--- config.mk ---
export PLATFORM = sky130hd
export DESIGN_NAME = fifo_drain_flat
export DESIGN_NICKNAME = d
export VERILOG_FILES = /design/src/rtl/fifo_drain_if.sv /design/src/rtl/fifo_drain.sv /design/src/flat_wrapper.sv
export SDC_FILE = /design/constraint.sdc
export NUM_CORES = 1
export LEC_CHECK = 0
export ABC_CLOCK_PERIOD_IN_PS = 1900
export CAP_MARGIN = 20
export CELL_PAD_IN_SITES_DETAIL_PLACEMENT = 1
export CELL_PAD_IN_SITES_GLOBAL_PLACEMENT = 2
export CORE_MARGIN = 4
export CORE_UTILIZATION = 25
export DETAILED_ROUTE_END_ITERATION = 16
export PLACE_DENSITY = 0.76
export SETUP_SLACK_MARGIN = 0.05
export SLEW_MARGIN = 20
export SYNTH_ARGS = -nofsm -noshare
export SYNTH_HDL_FRONTEND = slang
export SYNTH_SLANG_ARGS = --single-unit
export TNS_END_PERCENT = 10
--- constraint.sdc ---
create_clock -name clk -period 1.9 [get_ports clk]
set_clock_uncertainty 0.2 [all_clocks]
set_input_delay 0.38 -clock clk [delete_from_list [all_inputs] [get_ports clk]]
set_output_delay 0.38 -clock clk [all_outputs]
set_load 0.02 [all_outputs]
--- src/rtl/fifo_drain_if.sv ---
// Drain-side bundle: fifo read port on one side, 4-phase req/ack delivery channel on the other.
// The master modport is the drain; the slave modport is the fifo plus the downstream stage.
interface fifo_drain_if #(
   parameter int SIZE             = 8,
   parameter int DESTINATION_BITS = 4
);
   logic                             fifo_empty;
   logic [SIZE-1:0]                  fifo_item;
   logic                             fifo_read;
   logic                             out_req;
   logic                             out_ack;
   logic [DESTINATION_BITS-1:0]      out_dest;
   logic [SIZE-DESTINATION_BITS-1:0] out_payload;

   modport master (
      input  fifo_empty, fifo_item, out_ack,
      output fifo_read, out_req, out_dest, out_payload
   );

   modport slave (
      output fifo_empty, fifo_item, out_ack,
      input  fifo_read, out_req, out_dest, out_payload
   );
endinterface

--- src/rtl/fifo_drain.sv ---
// Pops one item from a router input fifo and delivers it over a 4-phase req/ack channel,
// holding the item in an output register until the handshake completes.
module fifo_drain #(
   parameter int ID               = -1,
   parameter int SIZE             = 8,
   parameter int DESTINATION_BITS = 4,
   parameter int COUNT_BITS       = 16
) (
   input  logic                  clk,
   input  logic                  rst_n,
   fifo_drain_if.master          bus,
   output logic [COUNT_BITS-1:0] delivered_o
);

   localparam logic [1:0] IDLE    = 2'b00;
   localparam logic [1:0] REQ     = 2'b01;
   localparam logic [1:0] RELEASE = 2'b10;

   // Destination must leave at least one payload bit; ID is a debug tag and never below -1.
   if (DESTINATION_BITS < 1 || DESTINATION_BITS >= SIZE || ID < -1) begin : g_bad_cfg
      $error("fifo_drain: illegal parameter combination");
   end

   logic [1:0]            state_q, state_d;
   logic                  req_q, req_d;
   logic [SIZE-1:0]       item_q, item_d;
   logic [COUNT_BITS-1:0] delivered_q, delivered_d;
   logic                  pop;

   // A stale ack seen in IDLE blocks the pop; reset also masks it so nothing is lost while held.
   assign pop = rst_n & (state_q == IDLE) & ~bus.fifo_empty & ~bus.out_ack;

   always_comb begin
      state_d     = state_q;
      req_d       = req_q;
      item_d      = item_q;
      delivered_d = delivered_q;
      case (state_q)
         IDLE: begin
            req_d = 1'b0;
            if (pop) begin
               item_d  = bus.fifo_item;
               req_d   = 1'b1;
               state_d = REQ;
            end
         end
         REQ: begin
            req_d = 1'b1;
            if (bus.out_ack) begin
               req_d   = 1'b0;
               state_d = RELEASE;
            end
         end
         RELEASE: begin
            req_d = 1'b0;
            if (!bus.out_ack) begin
               delivered_d = delivered_q + COUNT_BITS'(1);
               state_d     = IDLE;
            end
         end
         default: begin
            req_d   = 1'b0;
            state_d = IDLE;
         end
      endcase
   end

   always_ff @(posedge clk or negedge rst_n) begin
      if (!rst_n) begin
         state_q     <= IDLE;
         req_q       <= 1'b0;
         item_q      <= '0;
         delivered_q <= '0;
      end else begin
         state_q     <= state_d;
         req_q       <= req_d;
         item_q      <= item_d;
         delivered_q <= delivered_d;
      end
   end

   assign bus.fifo_read   = pop;
   assign bus.out_req     = req_q;
   assign bus.out_dest    = item_q[DESTINATION_BITS-1:0];
   assign bus.out_payload = item_q[SIZE-1:DESTINATION_BITS];
   assign delivered_o     = delivered_q;

endmodule
--- src/flat_wrapper.sv ---
// flat-port wrapper written by rule: the top's interface ports become plain ports
module fifo_drain_flat 
#(
   parameter int ID               = -1,
   parameter int SIZE             = 8,
   parameter int DESTINATION_BITS = 4,
   parameter int COUNT_BITS       = 16
)
  (clk, rst_n, delivered_o, bus_fifo_empty, bus_fifo_item, bus_out_ack, bus_fifo_read, bus_out_req, bus_out_dest, bus_out_payload);
  fifo_drain_if #(.SIZE(SIZE), .DESTINATION_BITS(DESTINATION_BITS)) bus_i ();
  input  logic clk;
  input  logic rst_n;
  output logic [COUNT_BITS-1:0] delivered_o;
  input wire logic [$bits(bus_i.fifo_empty)-1:0] bus_fifo_empty;
  input wire logic [$bits(bus_i.fifo_item)-1:0] bus_fifo_item;
  input wire logic [$bits(bus_i.out_ack)-1:0] bus_out_ack;
  output wire logic [$bits(bus_i.fifo_read)-1:0] bus_fifo_read;
  output wire logic [$bits(bus_i.out_req)-1:0] bus_out_req;
  output wire logic [$bits(bus_i.out_dest)-1:0] bus_out_dest;
  output wire logic [$bits(bus_i.out_payload)-1:0] bus_out_payload;
  assign bus_i.fifo_empty = bus_fifo_empty;
  assign bus_i.fifo_item = bus_fifo_item;
  assign bus_i.out_ack = bus_out_ack;
  assign bus_fifo_read = bus_i.fifo_read;
  assign bus_out_req = bus_i.out_req;
  assign bus_out_dest = bus_i.out_dest;
  assign bus_out_payload = bus_i.out_payload;
  fifo_drain #(.ID(ID), .SIZE(SIZE), .DESTINATION_BITS(DESTINATION_BITS), .COUNT_BITS(COUNT_BITS)) u_core (.clk(clk), .rst_n(rst_n), .bus(bus_i), .delivered_o(delivered_o));
endmodule
---- Word-level counts from Yosys, hierarchy flattened ----
Index checks and enable logic that the tools add are counted.
operators by class
  add/sub/neg operators ................... 1
  eq/ne operators ......................... 5
  mux-type cells .......................... 7
  bitwise logic cells ..................... 5
  reductions and logical operators ........ 4
operator list
  cell                     count
  $add A16 B1 Y16 const B  1
  $mux W2                  3
  $ne A2 B2 Y1 const B     3
  $pmux W2 S3              1
  $reduce_and A2 Y1        2
  $and A1 B1 Y1            3
  $reduce_and A3 Y1        1
  $eq A2 B1 Y1 const B     1
  $eq A2 B2 Y1 const B     1
  $logic_not A2 Y1         1
  $mux W1                  2
  $not A1 Y1               2
  $pmux W1 S2              1
storage, ports and cells
  flip-flop bits (word level) ............. 27
  output and inout port bits .............. 26
  word-level logic and storage cells ...... 26

---- Depth between registers and ports, before layout ----
Gate-level depths: netlist of the first run.
  word-level depth ........................ 6
  depth in mapped cells ................... 5
  gate-level depth less buffers ........... 5

---- Worst setup path before layout of the first run ----
No wires, ideal clock.
  path type ............................... reg-to-reg
  start point ............................. reg u_core.delivered_q[0], in the netlist u_core.delivered_o[0]
  end point ............................... reg u_core.delivered_q[10], in the netlist u_core.delivered_o[10]
  arrival ................................. 1.588 ns
  data required time ...................... 1.620 ns
  slack ................................... 0.033 ns
  stages on the path, launching flop included .. 6
  clock period less this slack ............ 1.867 ns
  path through ............................ dfrtp_1 > ha_1 > nand4bb_1 > nor3_1 > and3_1 > xor2_1
between the ends
  word-level cells in the longest chain between the ends .. 1
RTL lines
  element                 RTL line          text
  start, declared         fifo_drain.sv:27  logic [COUNT_BITS-1:0] delivered_q, delivered_d;
  start signal, assigned  fifo_drain.sv:78  delivered_q <= delivered_d;
  $add A16 B1 Y16         fifo_drain.sv:57  delivered_d = delivered_q + COUNT_BITS'(1);
Every way passes these cells.
A chain may end at the register's enable or synchronous reset.

---- Worst setup path after layout of the first run ----
  start point ............................. reg u_core.state_q[1]
  end point ............................... out bus_fifo_read
between the ends
  word-level cells in the longest chain between the ends .. 4
RTL lines
  element                      RTL line            text
  start, declared              fifo_drain.sv:24    logic [1:0] state_q, state_d;
  start signal, assigned       fifo_drain.sv:75    state_q <= state_d;
  $logic_not A2 Y1             fifo_drain.sv:31    assign pop = rst_n & (state_q == IDLE) & ~bus.fifo_empty & ~bus.out_ack;
  $and A1 B1 Y1 (3 in series)  fifo_drain.sv:31
  end, declared                flat_wrapper.sv:17  output wire logic [$bits(bus_i.fifo_read)-1:0] bus_fifo_read;
Every way passes these cells.

==> results of run 1 <==
[flip-flops by register name (all words and copies together), names as in the netlist]
register / flops
u_core.delivered_o: 16
u_core.item_q: 8
u_core.state_q: 2
u_core.bus.out_req: 1
[metal layers]
| metal | up-vias | wire length, um | share of wire [%] | global-route usage, % |
|---|---|---|---|---|
| li1 | 409 | - | - | - |
| met1 | 438 | 1120 | 41 | 12.8 |
| met2 | 15 | 1430 | 53 | 16.9 |
| met3 | 2 | 133 | 4.9 | 1.87 |
| met4 | 0 | 36 | 1.3 | 5.24 |
| met5 | - | 0 | 0 | 0 |
[final timing paths]
path / startpoint / to / slack [ns] / depth (start not counted)
setup / recovery: u_core.state_q[1] / bus_fifo_read / 0.05 / 5
hold / removal: rst_n / u_core.delivered_o[9] / -0.01 / 2
setup reg to reg: u_core.state_q[1] / u_core.delivered_o[13] / 0.13 / 5
hold reg to reg: u_core.item_q[2] / u_core.item_q[2] / 0.28 / 1
max in group asynchronous: rst_n / u_core.bus.out_req / 1.26 / 2
min in group clk: u_core.item_q[2] / u_core.item_q[2] / 0.28 / 1
[power groups by stage]
stage	clock network (W)	registers, W	logic (W)
floorplan	0	0.000848	0.000101
global placement	0	0.000741	0.000490
detailed placement	0	0.000745	0.000502
CTS	0.000350	0.000732	0.000483
global route	0.000372	0.000746	0.000499
finish	0.000330	0.000730	0.000463
[kinds of logic (layout without fill, tap and decap cells)]
kind of cell | Yosys count | count (layout) | synth area share (%)
AO/OA/AOI/OAI | 3 | 3 | 1.99
XOR/XNOR | 15 | 15 | 11.6
adder cells (fa/ha/maj) | 1 | 1 | 1.11
buffers and inverters | 2 | 55 | 0.774
flip-flops | 27 | 27 | 59.7
multiplexers | 8 | 8 | 7.96
AND/OR/NAND/NOR | 32 | 32 | 16.8
[cell type report]
cell class | count | area, um^2 | share of cell area (%)
inverter | 1 | 3.75 | 0.216
timing repair buffer | 50 | 477 | 27.4
clock buffer | 3 | 41.3 | 2.37
multi-input combinational | 59 | 470 | 27.0
sequential | 27 | 676 | 38.8
tap | 52 | 65.1 | 3.74
clock inverter | 1 | 7.51 | 0.431
[timing repair]
action / CTS / global route
pin swaps: 1 / 7
endpoints found under the setup margin: 23 / 19
resized for setup: 24 / 13
setup buffers: 0 / 0
[synthesized netlist by cell type]
cell type  instances  share of area, %
and2_1             1              0.55
xnor2_1           10               7.7
nand4bb_1          1               1.0
o21bai_1           2               1.3
buf_2              1              0.44
nand4_1            3               1.7
mux2_2             5               5.0
nor4_4             1               1.9
nand2b_1           2               1.1
mux2_1             3               3.0
nor3_1             4               1.8
nor3b_1            1              0.66
ha_1               1               1.1
dfrtp_1           27                60
and3_1             3               1.7
a21boi_1           1              0.66
or3b_1             1              0.77
nand3_1            7               3.1
nand2_1            6               2.0
nor2_1             2              0.66
inv_1              1              0.33
xor2_1             5               3.9
[cell usage in the layout (no fill, tap or decap), types with 3 or more instances in the layout]
cell	Yosys	layout
mux2_1	3	3
and3_1	3	3
mux2_2	5	5
xor2_1	5	5
clkdlybuf4s50_1	0	9
dlygate4sd2_1	0	16
buf_4	0	13
dfrtp_1	27	27
clkbuf_8	0	3
nand4_1	3	3
dlymetal6s2s_1	0	11
xnor2_1	10	10
nand3_1	7	6
nand2_1	6	6
[critical path, stage by stage (launching register included)]
cell and delay (ns):
dfrtp_1 0.39, nor2_1 0.11, nand2_1 0.08, nor3_2 0.18, buf_4 0.13, buf_6 0.11
[per-stage QoR]
stage / instances / total power (W) / hold slack [ns]
final: 193 / 0.00152 / -0.0107
after global routing: 193 / 0.00162 / 0.0277
after CTS: 193 / 0.00156 / 0.298
after detailed placement: 189 / 0.00125 / 0.276
after global placement: 189 / 0.00123 / 0.271
after floorplan: 88 / 0.000949 / -0.116
==> results.toml, run 1 <==
[outcome]
status = "finished with violations"
violations = "hold timing"

[routing]
wl_per_cell_um = 14.1
num_vias = 864
via_per_inst = 4.48
ant_nets = 0
dr.pass1.iters = 3
routed_wl_um = 2720
drtIter0Drc = 28
drcViolationCount = 0

[final_layout]
nFillCells = 478
final_area_mm2 = 0.00174
final_nets = 155
diodes = 0
drive_above_1_share_pct = 19.9
utilization_pct = 40.0
syn2layout_area_growth_pct = 53.9

[synth]
syn-cell-area_mm2 = 0.00113
yosysWarnings = 0
synth_cells = 88
synth-seq-area-share_pct = 59.7
synth_area_per_cell_um2 = 12.9
synthesis.nets = 101
synth_cell_types = 22
synth_seq_cells = 27

[place]
dpl.hpwl_um = 2160
pre_cts_ws_ns = -0.555
routabilityCongestion = 0.687
port_buffers = 37
place_area_mm2 = 0.00166

[die]
die_w_um = 75.3
io_pins = 38
fp.dieArea_mm2 = 0.00566
rows = 24
core_area_mm2 = 0.00435
start_util_pct = 26.0
fp.dieH_um = 75.3

[clock_tree]
clk_pin_slew_ns = 0.09
postCtsHoldBufs = 0
htreeDepth = 1
clk_latency_ns = 0.27
clock_sinks = 27
cts_tree = "done"
cts-buffers-inserted = 3
cts_root_buffer = "clkbuf_8"
clock_path_buffers = 2

[power_and_ir_drop]
internal_power_w = 0.00104
pwr-share-clk_pct = 21.7
swShare_pct = 31.4
p_sw_w = 0.000479
pwr-share-seq_pct = 47.9
power_density_mw_per_mm2 = 875
ir_drop_mv = 0.308
power_leakage_nw = 0.958
pwr-share-comb_pct = 30.4

[timing]
tns_ns = 0
hold_slack_ns = -0.0107
slew_headroom_pct = 76.4
maxSlewViolCount = 0
period_needed_ns = 1.85
fmax_mhz = 541
layout_setup_ws_ns = 0.0509
setup_violations = 0
tightest_slew_ns = 0.352
finalCritPeriodShare_pct = 97.3
hold_violations = 27
rsz0062_at_grt = "true"

[global_route]
gr-total-overflow = 0
grt_use_total_pct = 10.2
grt_pass1_wl_um = 4340
antenna_found_initial = 0
grt_pass1_vias = 924
grt_max_degree = 28

[setup_path]
endpoint_kind = "output port"
cp.required_ns = 1.32
worstSetupPathType = "reg2out"
crit_path_start_kind = "flop"
critPathArrivalTime_ns = 1.27
worstPathMaxFanout = 2

[min_path]
hp-class = "in2async"

[flow_run]
drv_cap = 0
No activity file was read; power rests on OpenSTA's default activity.
==> inputs of run 2 (changes only) <==
SETUP_SLACK_MARGIN = 0.15   (was 0.05)
SLEW_MARGIN = default   (was 20)
==> run 2 against run 1 <==
Compared with the run above:
- the flow now finishes without violations
- clock-buffer cell count stayed put
- first-iteration DRC count is 18% higher
- sequential share of layout area is 1.1 points higher
- worst hold slack better by 0.29 ns
- non-clock buffer count is 1 lower
- power is 0.84% lower
==> results.toml, run 2 (synthesis results as in run 1) <==
[timing]
slew_headroom_pct = 76.9
hold_violations = 0
maxSlewViolCount = 0
tns_ns = 0
finalCritPeriodShare_pct = 98.5
rsz0062_at_grt = "true"
period_needed_ns = 1.87
fmax_mhz = 534
layout_setup_ws_ns = 0.0283
hold_slack_ns = 0.278
tightest_slew_ns = 0.346
setup_violations = 0

[final_layout]
largest_reg_flops = 16
seq_area_um2 = 677
multi_input_area_um2 = 464
layout_commonest_cell = "dfrtp_1"
nFillCells = 475
syn2layout_area_growth_pct = 49.9
utilization_pct = 38.9
final_nets = 154
diodes = 0
drive_above_1_share_pct = 20.0
layout_common_cells = "dfrtp_1 (26), dlygate4sd2_1 (25), buf_4 (11), xnor2_1 (10), clkdlybuf4s50_1 (10)"

[clock_tree]
clk_latency_ns = 0.28
clock_path_buffers = 2
postCtsHoldBufs = 0
htreeDepth = 1
clock_sinks = 27
cts-buffers-inserted = 3
clk_pin_slew_ns = 0.09
cts_root_buffer = "clkbuf_8"
cts_tree = "done"

[place]
port_buffers = 37
dpl.hpwl_um = 2090
routabilityCongestion = 0.713
pre_cts_ws_ns = -0.466

[routing]
dr.pass1.iters = 4
num_vias = 862
ant_nets = 0
routed_wl_um = 2720
drcViolationCount = 0
wl_per_cell_um = 14.2
drtIter0Drc = 33
via_per_inst = 4.49

[die]
fp.dieArea_mm2 = 0.00566
core_area_mm2 = 0.00435
die_w_um = 75.3
io_pins = 38
fp.dieH_um = 75.3
start_util_pct = 26.0
rows = 24

[setup_path]
cp_cell_sequence = "buf_6 > or3b_4 > nor4_4 > nand3_1 > xnor2_1"
reg2reg_to = "u_core.delivered_o[13]"
critPathTopFamily = "simple AND/OR/NAND/NOR gates"
worstPathMaxFanout = 5
rr_worst_depth = 5
slowest_delay_ns = 0.39
cp.buffers_inverters = 1
cp.required_ns = 1.87
worstSetupPathType = "reg2reg"
path_depth = 5
critPathArrivalTime_ns = 1.84
endpoint_kind = "flop"
crit_path_end = "u_core.delivered_o[13]"
rrSetupSlack_ns = 0.03
crit_start = "u_core.state_q[1]"
crit_slowest_cell = "dfrtp_1"
crit_path_start_kind = "flop"
rr_startpoint = "u_core.state_q[1]"

[power_and_ir_drop]
pwr-share-seq_pct = 49.1
swShare_pct = 32.7
internal_power_w = 0.00102
ir_drop_mv = 0.509
pwr-share-comb_pct = 28.7
power_leakage_nw = 0.854
power_density_mw_per_mm2 = 891
p_sw_w = 0.000494
pwr-share-clk_pct = 22.3

[global_route]
antenna_found_initial = 0
gr-total-overflow = 0
grt_use_total_pct = 10.9
grt_pass1_vias = 991
grt_pass1_wl_um = 4690
grt_max_degree = 28

[min_path]
hp-class = "reg2reg"
worstHoldStart = "u_core.delivered_o[15]"

[flow_run]
drv_cap = 0

[outcome]
status = "complete, no violations"
==> run 2: repair_timing <==
item,CTS,global route
setup endpoints to repair,39,22
pin swaps,0,5
setup buffers,0,3
resized for setup,31,7
==> run 2: layer usage <==
layer | routed length, um | global-route usage (%)
met1 | 1130 | 13.4
met2 | 1390 | 18.6
met3 | 151 | 2.80
met4 | 42 | 4.08
met5 | 0 | 0
==> run 2: worst reg2reg max path: cells and delay by family (launching register included) <==
| family | cells | cell delay, ns |
|---|---|---|
| xor gates and xnor gates | 1 | 0.15 |
| buffers and inverters | 1 | 0.12 |
| DFF | 1 | 0.39 |
| and+or+nand+nor | 3 | 0.91 |
==> run 2: final cells by class <==
class                           instances  area share, %
Clock buffer                            3           2.44
Multi-Input combinational cell         59           27.4
Inverter                                1          0.221
Timing Repair Buffer                   49           25.8
Tap cell                               52           3.84
Sequential cell                        27           39.9
Clock inverter                          1          0.443
==> run 2: metrics by stage <==
stage | area (um^2) | cells | total power (W)
after global routing | 1700 | 192 | 0.00160
after CTS | 1650 | 189 | 0.00152
after global placement | 1630 | 185 | 0.00121
final | 1700 | 192 | 0.00151
after detailed placement | 1630 | 185 | 0.00124
after floorplan | 1140 | 88 | 0.000949
==> run 2: how the worst min path moves through the flow <==
stage,endpoint,slack (ns),cells past startpoint
6_report,u_core.delivered_o[15],0.28,1
5_1_grt,u_core.state_q[0],0.31,3
4_1_cts,u_core.delivered_o[15],0.29,1
3_5_place_dp,u_core.delivered_o[15],0.28,1
3_3_place_gp,u_core.delivered_o[15],0.27,1
2_1_floorplan,u_core.bus.out_req,-0.12,0
==> run 2: power by group through the flow <==
stage / clock network (W) / logic [W] / registers [W]
finish: 0.000336 / 0.000433 / 0.000741
global route: 0.000374 / 0.000470 / 0.000759
CTS: 0.000353 / 0.000432 / 0.000738
detailed placement: 0 / 0.000491 / 0.000750
global placement: 0 / 0.000471 / 0.000744
floorplan: 0 / 0.000101 / 0.000848
==> inputs of run 3 (changes only) <==
CORE_MARGIN = 2   (was 4)
==> run 3 against run 2 <==
Compared with the run above:
- clock-buffer cell count stayed put
- sequential cell count is the same
- wire length about the same
==> results.toml, run 3 (synthesis results as in run 1) <==
[min_path]
worstHoldStart = "u_core.delivered_o[15]"
hp-class = "reg2reg"

[timing]
maxSlewViolCount = 0
setup_violations = 0
hold_violations = 0
tightest_slew_ns = 0.354
tns_ns = 0
slew_headroom_pct = 76.4
rsz0062_at_grt = "true"
fmax_mhz = 561
finalCritPeriodShare_pct = 93.8
period_needed_ns = 1.78

[setup_path]
cp.required_ns = 1.87
cp_cell_sequence = "buf_6 > or3b_4 > nor4_4 > nand3_1 > xnor2_1"
worstSetupPathType = "reg2reg"
endpoint_kind = "flop"
rr_startpoint = "u_core.state_q[0]"
critPathArrivalTime_ns = 1.75
crit_slowest_cell = "dfrtp_1"
worstPathMaxFanout = 4
path_depth = 5
rr_worst_depth = 5
crit_path_end = "u_core.delivered_o[13]"
crit_path_start_kind = "flop"
cp.buffers_inverters = 1
reg2reg_to = "u_core.delivered_o[13]"
crit_start = "u_core.state_q[0]"
rrSetupSlack_ns = 0.12
slowest_delay_ns = 0.41
critPathTopFamily = "simple AND/OR/NAND/NOR gates"

[routing]
dr.pass1.iters = 4
drtIter0Drc = 29
via_per_inst = 4.46
ant_nets = 0
drcViolationCount = 0
routed_wl_um = 2720
num_vias = 865
wl_per_cell_um = 14.0

[final_layout]
nFillCells = 474
diodes = 0
largest_reg_flops = 16
drive_above_1_share_pct = 19.7
layout_common_cells = "dfrtp_1 (27), dlygate4sd2_1 (26), buf_4 (12), xnor2_1 (10), clkdlybuf4s50_1 (8)"
final_nets = 156
syn2layout_area_growth_pct = 52.0
layout_commonest_cell = "dfrtp_1"

[clock_tree]
htreeDepth = 1
clock_sinks = 27
cts_tree = "done"
cts-buffers-inserted = 3
clk_latency_ns = 0.27
cts_root_buffer = "clkbuf_8"
clock_path_buffers = 2
clk_pin_slew_ns = 0.10

[die]
core_area_mm2 = 0.00435
fp.dieH_um = 71.3
fp.dieArea_mm2 = 0.00508
rows = 24
start_util_pct = 26.0
die_w_um = 71.3
io_pins = 38

[power_and_ir_drop]
power_leakage_nw = 0.888
p_sw_w = 0.000491
pwr-share-seq_pct = 48.4
internal_power_w = 0.00102
pwr-share-comb_pct = 29.3
power_density_mw_per_mm2 = 881
power_w = 0.00151
pwr-share-clk_pct = 22.4
ir_drop_mv = 0.401
swShare_pct = 32.4

[global_route]
antenna_found_initial = 0
grt_pass1_wl_um = 4730
grt_use_total_pct = 11.7
gr-total-overflow = 0
grt_max_degree = 28
grt_pass1_vias = 991

[outcome]
status = "complete, no violations"

[place]
routabilityCongestion = 0.745
dpl.hpwl_um = 2100
port_buffers = 37

[flow_run]
drv_cap = 0
==> run 3: worst register-to-register path: cells and delay by family, from the launching register on <==
kind / cells / cell delay, ns
simple gates: 3 / 0.79
flops: 1 / 0.41
xor+xnor: 1 / 0.15
buf+inv: 1 / 0.13
==> run 3: final cells by class <==
class,instances,area [um^2],area share (%)
inverters,1,3.75,0.218
clock buffers,3,41.3,2.40
flip-flops and latches,27,676,39.3
clock inverters,1,7.51,0.437
multi-input cells,59,470,27.4
repair buffers,51,455,26.5
well taps,52,65.1,3.78
==> run 3: routing by layer <==
metal  up-vias  share of wire, %  track usage [%]
li1        410                 -                -
met1       430                39             13.4
met2        23                54             21.6
met3         2               6.3             2.95
met4         0              0.77             3.14
met5         -                 0                0
==> run 3: worst min path at each step <==
stage / end / slack [ns] / cells after the start
global placement: u_core.item_q[1] / 0.27 / 1
finish: u_core.delivered_o[15] / 0.28 / 1
global route: u_core.item_q[1] / 0.31 / 1
detailed placement: u_core.delivered_o[15] / 0.28 / 1
floorplan: u_core.bus.out_req / -0.12 / 0
CTS: u_core.delivered_o[15] / 0.28 / 1
==> run 3: metrics by stage <==
step	util, %	cell area (um^2)	hold slack (ns)	instances	setup slack, ns
final	39.5	1720	0.284	194	0.119
after global placement	37.7	1640	0.273	186	-0.455
after global routing	39.5	1720	0.315	194	0.0320
after detailed placement	37.7	1640	0.278	186	-0.449
after floorplan	-	1140	-0.116	88	0.112
after CTS	38.9	1690	0.285	193	-0.00234
==> run 3: power by group through the flow <==
stage | Clock (W) | Combinational [W] | Sequential (W)
2_1_floorplan | 0 | 0.000101 | 0.000848
3_3_place_gp | 0 | 0.000485 | 0.000742
3_5_place_dp | 0 | 0.000501 | 0.000746
4_1_cts | 0.000354 | 0.000452 | 0.000732
5_1_grt | 0.000380 | 0.000483 | 0.000750
6_report | 0.000338 | 0.000443 | 0.000732
==> run 3: timing repair <==
action                     in CTS  in global routing
hold buffers                    0                  1
pin swaps                       6                  6
resized for setup              36                  4
setup endpoints to repair      34                 11
setup buffers                   3                  0
hold endpoints to repair        0                 27
